==> config.mk <==
export PLATFORM = sky130hd
export DESIGN_NAME = ysyx_23060203_bpu
export DESIGN_NICKNAME = d
export VERILOG_FILES = /design/src/rtl/ysyx_23060203_bpu.sv
export SDC_FILE = /design/constraint.sdc
export NUM_CORES = 1
export LEC_CHECK = 0
export BUFFER_PORTS_ARGS = -buffer_cell sky130_fd_sc_hd__buf_4
export CORE_MARGIN = 2
export CORE_UTILIZATION = 55
export CTS_CLUSTER_SIZE = 16
export DETAILED_ROUTE_END_ITERATION = 10
export HOLD_SLACK_MARGIN = 0.02
export PLACE_DENSITY = 0.81
export SKIP_CTS_REPAIR_TIMING = 1
export SYNTH_ARGS = -nofsm -noshare
export SYNTH_HDL_FRONTEND = slang
export SYNTH_SLANG_ARGS = --single-unit
==> constraint.sdc <==
create_clock -name clock -period 2.52 [get_ports clock]
set_input_delay 0.504 -clock clock [delete_from_list [all_inputs] [get_ports clock]]
set_output_delay 0.504 -clock clock [all_outputs]
set_load 0.02 [all_outputs]
==> src/rtl/ysyx_23060203_bpu.sv <==
// rtl/ysyx_23060203_bpu.sv - direct-mapped BTB branch predictor with 2-bit counters
// Optional event counters: define YSYX_23060203_BPU_PERF_EN.
module ysyx_23060203_bpu #(
    parameter int ENTRIES = 16,
    parameter int TAG_W   = 8
) (
    input  logic        clock,
    input  logic        reset_n,
    input  logic        req_valid,
    input  logic [31:0] req_pc,
    input  logic        flush,
    output logic        resp_valid,
    output logic        resp_taken,
    output logic [31:0] resp_target,
    input  logic        upd_valid,
    input  logic [31:0] upd_pc,
    input  logic        upd_taken,
    input  logic [31:0] upd_target
`ifdef YSYX_23060203_BPU_PERF_EN
    ,
    output logic [31:0] perf_lookup,
    output logic [31:0] perf_hit,
    output logic [31:0] perf_upd
`endif
);
    localparam int IDX_W = $clog2(ENTRIES);

    logic             tbl_valid  [ENTRIES];
    logic [TAG_W-1:0] tbl_tag    [ENTRIES];
    logic [31:0]      tbl_target [ENTRIES];
    logic [1:0]       tbl_ctr    [ENTRIES];

    logic [IDX_W-1:0] req_idx;
    logic [IDX_W-1:0] upd_idx;
    logic [TAG_W-1:0] req_tag;
    logic [TAG_W-1:0] upd_tag;
    logic             req_fire;
    logic             req_hit;
    logic             upd_hit;
    logic             pred_taken;
    logic             unused_pc;

    // Only the index/tag window of each PC matters; the rest is intentionally dropped.
    assign unused_pc  = ^{req_pc, upd_pc};

    assign req_idx    = req_pc[IDX_W+1:2];
    assign req_tag    = req_pc[IDX_W+2 +: TAG_W];
    assign upd_idx    = upd_pc[IDX_W+1:2];
    assign upd_tag    = upd_pc[IDX_W+2 +: TAG_W];
    assign req_fire   = req_valid & ~flush;
    assign req_hit    = tbl_valid[req_idx] && (tbl_tag[req_idx] == req_tag);
    assign upd_hit    = tbl_valid[upd_idx] && (tbl_tag[upd_idx] == upd_tag);
    assign pred_taken = req_fire & req_hit & tbl_ctr[req_idx][1];

    // Table write; lookups in the same cycle see the old contents through the response register.
    always_ff @(posedge clock or negedge reset_n) begin
        if (!reset_n) begin
            for (int i = 0; i < ENTRIES; i++) begin
                tbl_valid[i]  <= 1'b0;
                tbl_tag[i]    <= '0;
                tbl_target[i] <= '0;
                tbl_ctr[i]    <= 2'b01;
            end
        end else if (upd_valid) begin
            if (upd_hit) begin
                if (upd_taken) begin
                    tbl_ctr[upd_idx]    <= (tbl_ctr[upd_idx] == 2'b11) ? 2'b11 : tbl_ctr[upd_idx] + 2'd1;
                    tbl_target[upd_idx] <= upd_target;
                end else begin
                    tbl_ctr[upd_idx]    <= (tbl_ctr[upd_idx] == 2'b00) ? 2'b00 : tbl_ctr[upd_idx] - 2'd1;
                end
            end else if (upd_taken) begin
                tbl_valid[upd_idx]  <= 1'b1;
                tbl_tag[upd_idx]    <= upd_tag;
                tbl_target[upd_idx] <= upd_target;
                tbl_ctr[upd_idx]    <= 2'b10;
            end
        end
    end

    always_ff @(posedge clock or negedge reset_n) begin
        if (!reset_n) begin
            resp_valid  <= 1'b0;
            resp_taken  <= 1'b0;
            resp_target <= '0;
        end else begin
            resp_valid  <= req_fire;
            resp_taken  <= pred_taken;
            resp_target <= pred_taken ? tbl_target[req_idx] : 32'd0;
        end
    end

`ifdef YSYX_23060203_BPU_PERF_EN
    // Hits are counted on the edge that launches the matching response.
    always_ff @(posedge clock or negedge reset_n) begin
        if (!reset_n) begin
            perf_lookup <= '0;
            perf_hit    <= '0;
            perf_upd    <= '0;
        end else begin
            if (req_fire)           perf_lookup <= perf_lookup + 32'd1;
            if (req_fire & req_hit) perf_hit    <= perf_hit + 32'd1;
            if (upd_valid)          perf_upd    <= perf_upd + 32'd1;
        end
    end
`endif

endmodule

==> results.ini <==
[outcome]
status=finished with violations
violations=negative setup slack

[yosys]
synthDistinctLibCells=58
syn-instance-count=2875
yosysWarningCount=0
syn_nets=2977
synth_top_area_cell=dfrtp_1
synthArstFlopShare_pct=100
syn_area_um2=34400
synthTopCellsByArea=dfrtp_1 51%, mux4_2 16%, nand2_1 12%, mux2_2 6.8%, mux2_4 3.5%
ys_ff_latch=722
synth_area_per_cell_um2=12.0
synth_commonest_cells=1093 x nand2_1, 706 x dfrtp_1, 242 x mux4_2
synth.most_common_cell=nand2_1
synth-edff-count=0
seq_area_frac_synth_pct=52.6
synthFlopType=dfrtp_1
synth_top_cell_area_share_pct=51.4

[global_route]
grt_overflow_total=0
antenna_found_initial=2
grt_pass1_wl_um=159000
grt_pass1_vias=27400
grt_usage_pct=32.9
grt_max_degree=99

[floorplanning]
initial_utilization_pct=55.7
rows=91
die-area_um2=64500
die_width_um=254
fp.dieH_um=254
core-area_um2=61700
io_pins=136

[pwr]
power_density_nw_per_um2=789
finalPower_w=0.0329
max-vdd-ir-drop_v=0.000567
leakagePower_nw=19.8

[final_layout]
fillCellCount=4068
fin_cells=4056
fin_area_um2=41700
syn2layout_area_growth_pct=21.4
drive_above_1_share_pct=37.6
fin_nets=3261

[sta]
finalClockSkew_ns=0.0334
slew_headroom_pct=42.8
final_max_slew_viol_count=0
fmax_mhz=328
timing.final.crit_share_pct=121
setup_viol=221
worst_slew_pin_slew_ns=0.858
hold_viol=0
fin_crit_ns=3.05
grt_setup_unrepaired=true
layout_setup_ws_ns=-0.528

[route]
avgRoutedWirePerCell_um=26.5
ant_nets=0
drc_errors=0
drt_iter0_drc=3257
via_per_inst=6.45
wirelength_um=108000
dr.pass1.iters=6
num_vias=26200

[critical_path]
crit_fanout=4
start_kind=register
critPathMaxStageDelay_ns=0.53
cp_slowest_cell=or3b_4
worstPathArrival_ns=3.60
setup.worst_path.end_class=register
cp.required_ns=3.07
crit_type=register to register
reg2reg_slack_ns=-0.53
path_cells=mux4_2 -> mux2i_2 -> xnor2_1 -> o211ai_1 -> nand4_1 -> or3b_4 -> buf_12 -> clkbuf_16 -> o31ai_1 -> a21boi_2

[worst_hold_path]
hp-class=input pin to register

[place]
gp_congestion=0.921
place_ws_ns=-1.03
hpwl_um=62200
portBuffers=95
dpl_cell_area_um2=38200
place_inst=3892

[clock_network]
cts_root_buffer=clkbuf_16
cts_tree=yes
clkSinkCount=722
htree_num_levels=3
cts_buffers=76
clockBufferDepth=3
clock_latency_ns=0.65
clk_pin_slew_ns=0.06

[job]
maxCapViolations=0

-- cell usage in the layout, fill, tap and decap left out, drive strengths merged, types with 3 or more instances in the layout --
master / instances
a21oi: 21
a22oi: 5
a311oi: 11
a31oi: 5
and2: 3
buf: 411
bufinv: 6
clkbuf: 111
clkinv: 19
clkinvlp: 3
dfrtp: 706
dfstp: 16
inv: 5
mux2: 289
mux2i: 20
mux4: 246
nand2: 1094
nand2b: 15
nand3: 26
nand4: 5
nor2: 52
nor2b: 40
nor3: 3
o211ai: 5
o21ai: 26
o311ai: 16
or2: 17
or3: 3
xnor2: 4
xor2: 10
-- layout make-up --
| cell class | count | area (um^2) | share of cell area, % |
|---|---|---|---|
| Antenna cell | 2 | 5.00 | 0.0120 |
| Clock buffer | 105 | 2160 | 5.18 |
| Clock inverter | 31 | 390 | 0.936 |
| Inverter | 2 | 12.5 | 0.0300 |
| Multi-Input combinational cell | 1939 | 16100 | 38.6 |
| Sequential cell | 722 | 18100 | 43.3 |
| Tap cell | 837 | 1050 | 2.51 |
| Timing Repair Buffer | 418 | 3920 | 9.40 |
-- path summary, 6_finish.rpt --
check,endpoint,depth (start not counted),from
min,resp_valid,2,flush
min reg2reg,tbl_target[144],2,tbl_target[144]
max,tbl_ctr[7],10,tbl_tag[117]
min in group asynchronous,tbl_tag[49],2,reset_n
max reg2reg,tbl_ctr[7],10,tbl_tag[117]
max in group asynchronous,tbl_valid[3],3,reset_n
-- metal layers --
| layer | global-route usage (%) | vias to the layer above | wire, um |
|---|---|---|---|
| li1 | - | 10500 | - |
| met1 | 41.5 | 13300 | 37900 |
| met2 | 52.2 | 1852 | 51200 |
| met3 | 8.30 | 537 | 11700 |
| met4 | 18.7 | 2 | 6840 |
| met5 | 0 | - | 8 |
-- cells by family after synthesis --
family | share of synthesized area, %
DFF | 52.6
adders and majority gates | 0.0582
and+or+nand+nor | 15.2
buffers and inverters | 2.68
muxes | 27.1
xor gates and xnor gates | 0.357
AOI/OAI and AO/OA | 2.03
-- power breakdown --
group | leakage, nW | switching (W) | internal [W] | total (W)
registers | 9.25 | 0.00138 | 0.0137 | 0.0150
clock network | 1.26 | 0.00486 | 0.00667 | 0.0115
logic | 9.26 | 0.00270 | 0.00364 | 0.00633
total | 19.8 | 0.00894 | 0.0240 | 0.0329
-- per-stage QoR --
step | hold WS [ns] | util [%] | setup TNS, ns
after floorplan | 0.208 | - | -90.90
after global placement | 0.448 | 61.9 | -261.07
after detailed placement | 0.447 | 61.9 | -284.24
after CTS | -0.215 | 66.0 | -92.70
after global routing | 0.0292 | 67.6 | -100.38
final | 0.0337 | 67.6 | -83.03
-- worst max-delay path: cells and delay by family, from the launching register on --
kind	cells	cell delay [ns]
xor gates and xnor gates	1	0.12
muxes	2	0.65
AOI/OAI and AO/OA	3	0.63
buffers and inverters	2	0.30
DFF	1	0.41
and+or+nand+nor	2	0.84
-- registers in the layout, summed over array words and instances, names as in the netlist --
| signal | count |
|---|---|
| resp_taken | 1 |
| resp_target | 32 |
| resp_valid | 1 |
| tbl_ctr | 32 |
| tbl_tag | 128 |
| tbl_target | 512 |
| tbl_valid | 16 |
Note: power is estimated with default switching activity, not from simulation.
